$ cat config.mk
export PLATFORM = sky130hd
export DESIGN_NAME = nios_qsys_cpu_mul_seq_flat
export DESIGN_NICKNAME = d
export VERILOG_FILES = /design/src/rtl/nios_qsys_cpu_mul_seq_if.sv /design/src/rtl/nios_qsys_cpu_mul_seq.sv /design/src/flat_wrapper.sv
export SDC_FILE = /design/constraint.sdc
export NUM_CORES = 1
export LEC_CHECK = 0
export CAP_MARGIN = 20
export CORE_AREA = 2 2 252 192
export DETAILED_ROUTE_END_ITERATION = 6
export DIE_AREA = 0 0 254 194
export PLACE_DENSITY = 0.79
export SKIP_CTS_REPAIR_TIMING = 1
export SLEW_MARGIN = 10
export SYNTH_ARGS = -nofsm -noshare
export SYNTH_HDL_FRONTEND = slang
export SYNTH_SLANG_ARGS = --single-unit
$ cat constraint.sdc
create_clock -name clk -period 7.79 [get_ports clk]
set_input_delay 1.558 -clock clk [delete_from_list [all_inputs] [get_ports clk]]
set_output_delay 1.558 -clock clk [all_outputs]
set_load 0.05 [all_outputs]
$ cat src/rtl/nios_qsys_cpu_mul_seq_if.sv
// rtl/nios_qsys_cpu_mul_seq_if.sv - request/result handshake bundle for the multiply sequencer
//
// Signals:
//   start_valid  requester -> sequencer  operation request
//   start_ready  sequencer -> requester  high only while idle
//   op[1:0]      requester -> sequencer  00 mul, 01 mulxuu, 10 mulxsu, 11 mulxss
//   src1[31:0]   requester -> sequencer  operand A, captured on accept
//   src2[31:0]   requester -> sequencer  operand B, captured on accept
//   result_valid sequencer -> requester  result word available
//   result_ready requester -> sequencer  requester takes the result
//   result[31:0] sequencer -> requester  low or high product word
//   busy         sequencer -> requester  operation in flight

interface nios_qsys_cpu_mul_seq_if;
    logic        start_valid;
    logic        start_ready;
    logic [1:0]  op;
    logic [31:0] src1;
    logic [31:0] src2;
    logic        result_valid;
    logic        result_ready;
    logic [31:0] result;
    logic        busy;

    modport master (
        output start_valid,
        output op,
        output src1,
        output src2,
        output result_ready,
        input  start_ready,
        input  result_valid,
        input  result,
        input  busy
    );

    modport slave (
        input  start_valid,
        input  op,
        input  src1,
        input  src2,
        input  result_ready,
        output start_ready,
        output result_valid,
        output result,
        output busy
    );
endinterface

$ cat src/rtl/nios_qsys_cpu_mul_seq.sv
// rtl/nios_qsys_cpu_mul_seq.sv - multi-cycle 32x32 multiply sequencer built on a 16x16 partial-product cell
//
// Computes mul (low word), mulxuu, mulxsu and mulxss (high word) by issuing four
// 16x16 unsigned partial products into a registered multiplier, accumulating
// them into a 64-bit sum, then applying two's-complement correction to the
// high word. Fixed latency: result_valid rises 7 cycles after accept.
//
// Ports:
//   clk    rising-edge clock
//   reset  synchronous, active-high
//   bus    slave side of nios_qsys_cpu_mul_seq_if (start/result handshakes, busy)

module nios_qsys_cpu_mul_seq (
    input  logic                     clk,
    input  logic                     reset,
    nios_qsys_cpu_mul_seq_if.slave   bus
);

    typedef enum logic [2:0] {
        S_IDLE,
        S_ISSUE,
        S_DRAIN,
        S_CORR,
        S_DONE
    } state_t;

    state_t      state;

    // Captured operation
    logic [1:0]  op_q;
    logic [31:0] a_q;
    logic [31:0] b_q;

    // Accumulator and partial-product issue index
    logic [63:0] acc;
    logic [1:0]  cnt;

    // Registered 16x16 multiplier stage with its alignment tag
    logic [31:0] pp_q;
    logic [5:0]  pp_shift;
    logic        pp_valid;

    // Registered outputs
    logic        start_ready_q;
    logic        result_valid_q;
    logic        busy_q;
    logic [31:0] result_q;

    // Issue-side selects and correction terms
    logic [15:0] mul_x;
    logic [15:0] mul_y;
    logic [31:0] pp_next;
    logic [5:0]  issue_shift;
    logic [63:0] pp_aligned;
    logic [31:0] corr_b;
    logic [31:0] corr_a;
    logic [31:0] hi_corrected;

    always_comb begin
        // cnt[0] picks the half of A, cnt[1] the half of B:
        // 0 -> lo*lo, 1 -> hi*lo, 2 -> lo*hi, 3 -> hi*hi
        mul_x   = cnt[0] ? a_q[31:16] : a_q[15:0];
        mul_y   = cnt[1] ? b_q[31:16] : b_q[15:0];
        pp_next = {16'd0, mul_x} * {16'd0, mul_y};

        case (cnt)
            2'd0:    issue_shift = 6'd0;
            2'd3:    issue_shift = 6'd32;
            default: issue_shift = 6'd16;
        endcase

        pp_aligned = {32'd0, pp_q} << pp_shift;

        // Treating a negative operand as unsigned adds 2^32 * (other operand)
        // to the product, so the high word is corrected by subtracting it.
        corr_b       = (op_q[1] && a_q[31]) ? b_q : 32'd0;
        corr_a       = ((op_q == 2'b11) && b_q[31]) ? a_q : 32'd0;
        hi_corrected = acc[63:32] - corr_b - corr_a;
    end

    // Partial-product multiplier: one-cycle latency, product valid the cycle
    // after the matching ISSUE cycle.
    always_ff @(posedge clk) begin
        if (reset) begin
            pp_valid <= 1'b0;
            pp_q     <= 32'd0;
            pp_shift <= 6'd0;
        end else begin
            pp_valid <= (state == S_ISSUE);
            if (state == S_ISSUE) begin
                pp_q     <= pp_next;
                pp_shift <= issue_shift;
            end
        end
    end

    // Sequencer FSM
    always_ff @(posedge clk) begin
        if (reset) begin
            state          <= S_IDLE;
            op_q           <= 2'd0;
            a_q            <= 32'd0;
            b_q            <= 32'd0;
            acc            <= 64'd0;
            cnt            <= 2'd0;
            start_ready_q  <= 1'b1;
            result_valid_q <= 1'b0;
            busy_q         <= 1'b0;
            result_q       <= 32'd0;
        end else begin
            // Products land in ISSUE cnt 1..3 and DRAIN; never in IDLE or CORR,
            // so this cannot collide with the clear on accept or the correction.
            if (pp_valid) begin
                acc <= acc + pp_aligned;
            end

            case (state)
                S_IDLE: begin
                    if (bus.start_valid) begin
                        op_q          <= bus.op;
                        a_q           <= bus.src1;
                        b_q           <= bus.src2;
                        acc           <= 64'd0;
                        cnt           <= 2'd0;
                        start_ready_q <= 1'b0;
                        busy_q        <= 1'b1;
                        state         <= S_ISSUE;
                    end
                end

                S_ISSUE: begin
                    cnt <= cnt + 2'd1;
                    if (cnt == 2'd3) begin
                        state <= S_DRAIN;
                    end
                end

                S_DRAIN: begin
                    state <= S_CORR;
                end

                S_CORR: begin
                    acc[63:32]     <= hi_corrected;
                    result_q       <= (op_q == 2'b00) ? acc[31:0] : hi_corrected;
                    result_valid_q <= 1'b1;
                    state          <= S_DONE;
                end

                S_DONE: begin
                    if (bus.result_ready) begin
                        result_valid_q <= 1'b0;
                        start_ready_q  <= 1'b1;
                        busy_q         <= 1'b0;
                        state          <= S_IDLE;
                    end
                end

                default: begin
                    result_valid_q <= 1'b0;
                    start_ready_q  <= 1'b1;
                    busy_q         <= 1'b0;
                    state          <= S_IDLE;
                end
            endcase
        end
    end

    assign bus.start_ready  = start_ready_q;
    assign bus.result_valid = result_valid_q;
    assign bus.result       = result_q;
    assign bus.busy         = busy_q;

endmodule

$ cat src/flat_wrapper.sv
// flat-port wrapper written by rule: the top's interface ports become plain ports
module nios_qsys_cpu_mul_seq_flat 
  (clk, reset, bus_start_valid, bus_op, bus_src1, bus_src2, bus_result_ready, bus_start_ready, bus_result_valid, bus_result, bus_busy);
  nios_qsys_cpu_mul_seq_if bus_i ();
  input  logic clk;
  input  logic reset;
  input wire logic [$bits(bus_i.start_valid)-1:0] bus_start_valid;
  input wire logic [$bits(bus_i.op)-1:0] bus_op;
  input wire logic [$bits(bus_i.src1)-1:0] bus_src1;
  input wire logic [$bits(bus_i.src2)-1:0] bus_src2;
  input wire logic [$bits(bus_i.result_ready)-1:0] bus_result_ready;
  output wire logic [$bits(bus_i.start_ready)-1:0] bus_start_ready;
  output wire logic [$bits(bus_i.result_valid)-1:0] bus_result_valid;
  output wire logic [$bits(bus_i.result)-1:0] bus_result;
  output wire logic [$bits(bus_i.busy)-1:0] bus_busy;
  assign bus_i.start_valid = bus_start_valid;
  assign bus_i.op = bus_op;
  assign bus_i.src1 = bus_src1;
  assign bus_i.src2 = bus_src2;
  assign bus_i.result_ready = bus_result_ready;
  assign bus_start_ready = bus_i.start_ready;
  assign bus_result_valid = bus_i.result_valid;
  assign bus_result = bus_i.result;
  assign bus_busy = bus_i.busy;
  nios_qsys_cpu_mul_seq u_core (.clk(clk), .reset(reset), .bus(bus_i));
endmodule
* Word-level counts from Yosys, hierarchy flattened
Index checks and enable logic that the tools add are counted.
Word-level totals: bits of input ports 70, output and inout bits 35, memory bits (writable) 0, register bits after elaboration 209, ROM bits 0, bits in latches 0, memories kept 0, word-level logic and storage cells 66
Operators by class: reductions and logical operators 13, multipliers 1, shift-type cells 1, bitwise gates (word level) 2, order comparisons 0, muxes and demuxes 23, div/mod/pow operators 0, $add $sub $neg 4, equal/unequal tests 9
Operators by type and width (number):
- 32-bit 2-to-1 mux | 4
- 64-bit 2-to-1 mux | 2
- 64-bit adder | 1
- 32-bit one-hot mux with 2 select lines | 1
- 32-bit by 6-bit << shifter with 64-bit output | 1
- 32-bit subtractor | 2
- 16-bit by 16-bit multiplier with 32-bit output | 1
- 16-bit 2-to-1 mux | 2
- 3-bit one-hot mux with 5 select lines | 1
- 6-bit one-hot mux with 2 select lines | 1
- 3-bit 2-to-1 mux | 3
- 1-bit one-hot mux with 3 select lines | 3
- 3-bit by 2-bit equality test with 1-bit output (second input constant) | 2
- 2-bit != test (second input constant) | 3
- 2-bit AND reduction | 3
- 3-bit AND reduction | 2
- 3-bit OR reduction | 2
- 2-bit equality test (second input constant) | 2
- 2-bit zero test | 2
- 1-bit 2-to-1 mux | 4
- 2-bit one-hot mux with 2 select lines | 1
- 3-bit by 1-bit equality test with 1-bit output (second input constant) | 1
- 3-bit equality test (second input constant) | 1
- 3-bit zero test | 1
- 5 further kinds | 7

* Logic depth before layout (Yosys ltp)
word-level depth 5, gate-level depth with buffers 28, gate-level depth less buffers 24

* Worst setup path after synthesis
Ideal clock, no wire load.
path type register to register, start point register u_core.cnt[1], end point register u_core.pp_q[31], data required time 7704 ps, library setup time 86 ps, clock period less this slack 7270 ps, path slack 520 ps, path buffers 3, arrival 7185 ps, cell stages (with the launch flop) 27, path through dfxtp_1 clkbuf_1 buf_1 clkbuf_1 mux2i_1 nor2_1 fa_1 inv_1 fa_1 inv_1 fa_1 fa_1 fa_1 inv_1 fa_1 inv_1 ha_1 nand2_1 o211ai_1 a41o_1 a221o_1 a21oi_1 o21ai_1 o41a_1 a31o_2 xnor2_1 a211oi_1
On the way: word-level cells in the longest chain between the ends 2
Ends and longest elaborated chain:
- start, declared | RTL line nios_qsys_cpu_mul_seq.sv:36 | logic [1:0] cnt;
- start signal, assigned | RTL line nios_qsys_cpu_mul_seq.sv:132 | cnt <= cnt + 2'd1;
- 16-bit 2-to-1 mux | RTL line nios_qsys_cpu_mul_seq.sv:63 | mul_y = cnt[1] ? b_q[31:16] : b_q[15:0];
- 16-bit by 16-bit multiplier with 32-bit output | RTL line nios_qsys_cpu_mul_seq.sv:64 | pp_next = {16'd0, mul_x} * {16'd0, mul_y};
- end signal, assigned | RTL line nios_qsys_cpu_mul_seq.sv:91 | pp_q <= pp_next;
- end, declared | RTL line nios_qsys_cpu_mul_seq.sv:39 | logic [31:0] pp_q;
No other way between the ends. A chain may end at the register's enable or synchronous reset.

* Worst setup path in the final report
start point register u_core.cnt[0], end point register u_core.pp_q[31]
On the way: word-level cells in the longest chain between the ends 2
Ends and longest elaborated chain:
- 16-bit 2-to-1 mux | RTL line nios_qsys_cpu_mul_seq.sv:62 | mul_x = cnt[0] ? a_q[31:16] : a_q[15:0];
- 16-bit by 16-bit multiplier with 32-bit output | RTL line nios_qsys_cpu_mul_seq.sv:64
No other way between the ends.

==> run summary <==
Run status -> completed
Instance count of the mapped netlist -> 2885
Total GRT Usage -> 33.3%
H-Tree Level Count -> 1
#FFs+latches synth -> 205
Number of top-level design ports -> 105
Clock root buffer master -> clkbuf_16
Buffers plus inverters on the worst setup path -> 6
Via count of the first global-routing pass -> 20200
Register Area -> 0.00411 mm2
Required time reported for the critical path endpoint -> 8.26 ns
Maximum fanout along the worst path -> 32
Kind of start point of the critical path -> flop
Maximum Capacitance Violations -> 0
Leading post-synthesis cells by cell area -> fa_1 (20%), dfxtp_1 (18%), ha_1 (11%), nand2_1 (7.9%), a21oi_1 (4.9%)
Maximum number of pins on one net before global-route repair -> 73
Setup violations, final -> 0
Most common library cell in the layout ignoring fill and taps -> nand2_1
Crit path kind -> reg -> reg
Worst setup margin -> 0.352 ns
Die Y-Extent -> 194 um
Transition time at the pin with the least slew margin -> 1.11 ns
Mean instance size in the synthesized netlist -> 8.03 um2
First-pass GRT wire length -> 124000 um
Number of buffers created by CTS -> 25
Total number of vias -> 21400
Post-Syn Nets -> 3382
Number of pins exceeding their max-slew limit in the final report -> 0
Multi-input combinational cell area -> 0.0175 mm2
Count of distinct cell types in the synthesized netlist -> 92
Setup repair after global routing missed its margin -> no
Clock-pin slew on the worst setup and hold paths -> 0.07 ns
Count of routing violations after the opening detailed-route iteration -> 2506
Final sum of negative setup slack -> 0 ns
Relative slew slack -> 25.5%
Library cell with the largest summed area after synthesis -> fa_1
Part of the Yosys area used for sequential elements -> 17.7%
Final count of hold timing violations -> 0
Peak supply drop -> 0.143 mV
Area delta synth->final -> 11.5%
Final net count -> 3434
Synth top area share -> 19.5%
Per-cell routed wire length -> 23.0 um
Antenna violations before repair -> 9
Detailed placement HPWL -> 67500 um
Hold Crit Class -> reg -> reg
Worst skew pair latency -> 0.59 ns
TritonCTS clock tree -> done
Family with the most delay on the worst path -> adder cells
PwrDens -> 119 mW/mm2
Ys async rst share -> 0%
Most frequent cells in the layout -> nand2_1 (485), nor2_1 (293), inv_1 (271)
Cell occurring most often along the worst timing path -> fa_1
Maximum clock path buffer count -> 3
Number of placement rows -> 69
Combined area of all synthesized cells -> 0.0232 mm2
Top FF cell, synth -> dfxtp_1
Final estimated routing congestion in global placement -> 1.09
Fraction of the cycle the final worst path needs -> 95.5%
Detailed-route vias per instance -> 5.95
Port buffer count -> 104
Cell leakage power -> 11.2 nW
Sinks on the clock net -> 205
Number of DRC violations after detailed routing -> 0
Nature of the critical path endpoint -> flop
Arrival time at the worst endpoint -> 7.90 ns
DR pass1 iterations -> 6
Fill cell count -> 4463
Number of enable flip-flop cells after synthesis -> 0
Largest stage delay on the critical path -> 0.58 ns
Core region area -> 0.0468 mm2
Worst setup slack before clock tree synthesis -> 0.421 ns
Starting Density -> 49.5%
Total grt overflow -> 0
Fraction of layout cells with a size suffix above 1 -> 5.85%
Total die area -> 0.0493 mm2
Total routed wirelength -> 82700 um
Chip width -> 254 um
Number of antenna-violating nets in the routed design -> 0
Synthesis warning total -> 0
Fmax achieved -> 134 MHz
Worst-path cell with the longest stage delay -> mux2i_1
Final critical path time including I/O delays and setup -> 7.44 ns
Fin Clk Skew -> 0.0463 ns
metal layers:
layer	share of wire (%)	routed length, um	global-route usage (%)	vias up
li1	-	-	-	9823
met1	44	36600	48.6	10400
met2	40	32700	45.4	1095
met3	14	11300	13.0	138
met4	2.6	2160	8.54	8
met5	0.058	48	0	-
logic make-up after synthesis:
| logic type | share of synthesized area, % |
|---|---|
| and+or+nand+nor | 18.6 |
| AOI/OAI and AO/OA | 17.3 |
| adders and majority gates | 30.4 |
| buffers and inverters | 6.94 |
| DFF | 17.7 |
| muxes | 5.09 |
| xor gates and xnor gates | 3.97 |
through the flow:
| stage | power [mW] | instance area [um2] | hold slack, ns | utilization [%] | cells |
|---|---|---|---|---|---|
| global placement | 1.83 | 25000 | 0.442 | 53.4 | 3548 |
| finish | 3.06 | 25800 | 0.451 | 55.2 | 3597 |
| CTS | 3.05 | 25800 | 0.458 | 55.1 | 3594 |
| floorplan | 1.55 | 23200 | 0.444 | - | 2885 |
| global route | 3.16 | 25800 | 0.480 | 55.2 | 3595 |
| detailed placement | 1.83 | 25000 | 0.450 | 53.4 | 3548 |
tightest hold or removal path, cell delays in order (launching register included):
cell and delay, ns:
dfxtp_1 0.31, nand2_1 0.05, a21oi_1 0.05
cell usage after synthesis, types with 6 or more instances:
master	number
o22ai_1	16
and2_1	23
a2111oi_0	7
nor2b_1	25
buf_1	15
a222oi_1	6
o21bai_1	15
nand2b_1	20
and3_1	18
dfxtp_1	205
o21ai_0	87
nand4_1	28
inv_1	271
nand3_1	30
nor3_1	34
mux2_1	7
a22o_1	16
or3_1	10
ha_1	201
mux2i_1	84
a221oi_1	9
o21a_1	17
nor2_1	294
mux2_2	23
xor2_1	34
clkbuf_1	118
xnor2_1	71
a31oi_1	12
a22oi_1	13
a211oi_1	33
nand2_1	485
fa_1	226
o21ai_1	11
a21oi_1	229
o31a_1	6
a21o_1	54
o211ai_1	14
a311oi_1	19
o31ai_1	8
state kept, by name, indices dropped and copies added (netlist names):
signal                   flops
u_core.state                 3
u_core.bus.busy              1
u_core.acc                  64
u_core.cnt                   2
u_core.b_q                  32
u_core.a_q                  32
u_core.pp_q                 32
u_core.pp_valid              1
u_core.bus.start_ready       1
u_core.op_q                  2
u_core.pp_shift              2
u_core.bus.result           32
u_core.bus.result_valid      1
path summary, 6_finish.rpt:
path | cells after the start | to | start | slack (ns)
max | 25 | u_core.pp_q[31]$_SDFFE_PP0P_ | u_core.cnt[0]$_SDFFE_PP0P_ | 0.35
min | 2 | u_core.bus.result[0]$_SDFFE_PP0P_ | u_core.bus.result[0]$_SDFFE_PP0P_ | 0.45
max reg2reg | 25 | u_core.pp_q[31]$_SDFFE_PP0P_ | u_core.cnt[0]$_SDFFE_PP0P_ | 0.35
min reg2reg | 2 | u_core.bus.result[0]$_SDFFE_PP0P_ | u_core.bus.result[0]$_SDFFE_PP0P_ | 0.45
final cells by class:
class	count	area share, %
well taps	639	3.10
flip-flops and latches	205	15.9
inverters	271	3.94
clock buffers	32	2.64
repair buffers	170	6.04
multi-input cells	2264	67.8
diodes	2	0.0194
clock inverters	14	0.596
report_power, final:
group / internal (mW) / leakage [nW] / switching (mW) / total (mW)
clock network: 0.693 / 0.405 / 0.527 / 1.22
registers: 1.08 / 1.66 / 0.0635 / 1.14
logic: 0.249 / 9.12 / 0.448 / 0.696
total: 2.02 / 11.2 / 1.04 / 3.06
(Power assumes the default switching activity.)
==> RTL edit (same settings) <==
Re-encode `state_t` (5 states) as one-hot, 5 bits wide.
--- a/src/rtl/nios_qsys_cpu_mul_seq.sv
+++ b/src/rtl/nios_qsys_cpu_mul_seq.sv
@@ -17,10 +17,10 @@
 );
 
-    typedef enum logic [2:0] {
-        S_IDLE,
-        S_ISSUE,
-        S_DRAIN,
-        S_CORR,
-        S_DONE
+    typedef enum logic [4:0] {
+        S_IDLE  = 5'b00001,
+        S_ISSUE = 5'b00010,
+        S_DRAIN = 5'b00100,
+        S_CORR  = 5'b01000,
+        S_DONE  = 5'b10000
     } state_t;
 
Formal check against the unedited RTL: no difference found for any inputs over 4 cycles, from zero or initial values and one cycle with reset high; so few cycles prove little.
==> RTL edit against the unedited design <==
- fmax rose by 3.9%
- via count about the same
- synthesized cell count up 1.5%
- area after synthesis up 0.52%
- worst setup slack improved by 0.28 ns
- routed wire length fell by 6.3%
- utilization is 0.32 points lower
- the flow now finishes with violations (DRC)
- largest power group is now sequential cells
- sequential cell count is 2 higher
- non-clock buffer count decreased by 28
- cell area down 0.58%
- clock power down 7%
- power up 2.8%
==> RTL edit: results <==
[grt]
grt_first_pass_wirelength_um = 118000
grt_max_degree = 80
grt_pass1_vias = 20400
antenna_found_initial = 0
grt_use_total_pct = 31.2

[setup_path]
cp_data_arrival_time_ns = 7.63
crit_slowest_cell = "dfxtp_1"
critPathMaxStageDelay_ns = 0.66
reg2reg_slack_ns = 0.63
cp_max_fo = 20

[synth]
synth_top_area_share_pct = 19.4
ys_types = 82
yosys-top-cells-count = "nand2_1 (515), nor2_1 (309), inv_1 (266), a21oi_1 (240), fa_1 (226)"
ys_seq_area_share_pct = 17.8
synth_area_leaders = "fa_1 (19%), dfxtp_1 (18%), ha_1 (11%)"

[layout]
n_antenna_cell = 0
largest_register_ffs = 64
fin_nets = 3446
drive_above_1_share_pct = 4.75

[power_and_ir_drop]
p_switching_w = 0.00111
ir_drop_mv = 0.127
leakagePower_nw = 11.0

[drt]
vias_per_cell = 5.94
drc = 1
drt_iter0_drc = 2525
dr.pass1.iters = 7
routedWlPerCell_um = 21.5

[clocking]
clkTransAtPathRegs_ns = 0.06
numCtsBuffers = 24
clk_latency_ns = 0.56

[sta]
relSlewSlack_pct = 21.9
timing.hold.ws_ns = 0.448
skew_ns = 0.0426

[placed_design]
gp_congestion = 1.09
dpl.hpwl_um = 62800

[outcome]
outcome = "complete, but fails checks"
violations = "DRC"
RTL edit: cell families after synthesis:
family / Yosys count / synth area share, %
xor+xnor: 116 / 4.36
simple gates: 1045 / 19.0
flops: 207 / 17.8
compound gates: 615 / 17.2
buf+inv: 414 / 6.75
mux: 103 / 4.59
fa+ha+maj: 427 / 30.2
RTL edit: worst paths after layout:
path / startpoint / endpoint / cells after the start
worst max register to register: u_core.cnt[1]$_SDFFE_PP0P_ / u_core.pp_q[28]$_SDFFE_PP0P_ / 23
worst min register to register: u_core.bus.result_valid$_SDFFE_PP0P_ / u_core.bus.result_valid$_SDFFE_PP0P_ / 2
worst min-delay path: u_core.bus.result_valid$_SDFFE_PP0P_ / u_core.bus.result_valid$_SDFFE_PP0P_ / 2
worst max-delay path: u_core.cnt[1]$_SDFFE_PP0P_ / u_core.pp_q[28]$_SDFFE_PP0P_ / 23
RTL edit: routing by layer:
metal  vias up  wire length, um  global-route usage, %  part of all wire (%)
met1     10200            32500                   44.4                    42
met4         0             3450                   11.1                   4.5
met5         -                0                      0                     0
met3       210             9390                   8.18                    12
met2      1144            32200                   45.4                    42
li1       9863                -                      -                     -
RTL edit: cell type report:
class                      instances  area, um^2
clock buffer                      32         681
clock inverter                    11         104
inverter                         268        1010
multi-input combinational       2306       17600
timing repair buffer             142        1350
fill                            4388       21100
tap                              639         800
sequential                       207        4150
RTL edit: power groups by stage:
stage               Clock, W  Combinational [W]  Sequential (W)
floorplan                  0           0.000521         0.00116
global route         0.00118           0.000899         0.00118
detailed placement         0           0.000810         0.00120
global placement           0           0.000800         0.00120
CTS                  0.00114           0.000816         0.00118
finish               0.00113           0.000830         0.00118
RTL edit: worst max-delay path: cells and delay by family (launching register included):
| family | cells | cell delay (ns) |
|---|---|---|
| AOI/OAI and AO/OA | 7 | 1.44 |
| adders and majority gates | 7 | 3.32 |
| buffers and inverters | 4 | 0.40 |
| DFF | 1 | 0.66 |
| muxes | 1 | 0.48 |
| and+or+nand+nor | 4 | 0.75 |
RTL edit: stage by stage:
step,std cells,instance area [um^2],worst slack [ns]
floorplan,2927,23300,0.642
global placement,3562,24900,0.873
detailed placement,3562,24900,0.734
CTS,3605,25700,0.669
global route,3605,25700,0.160
finish,3605,25700,0.632
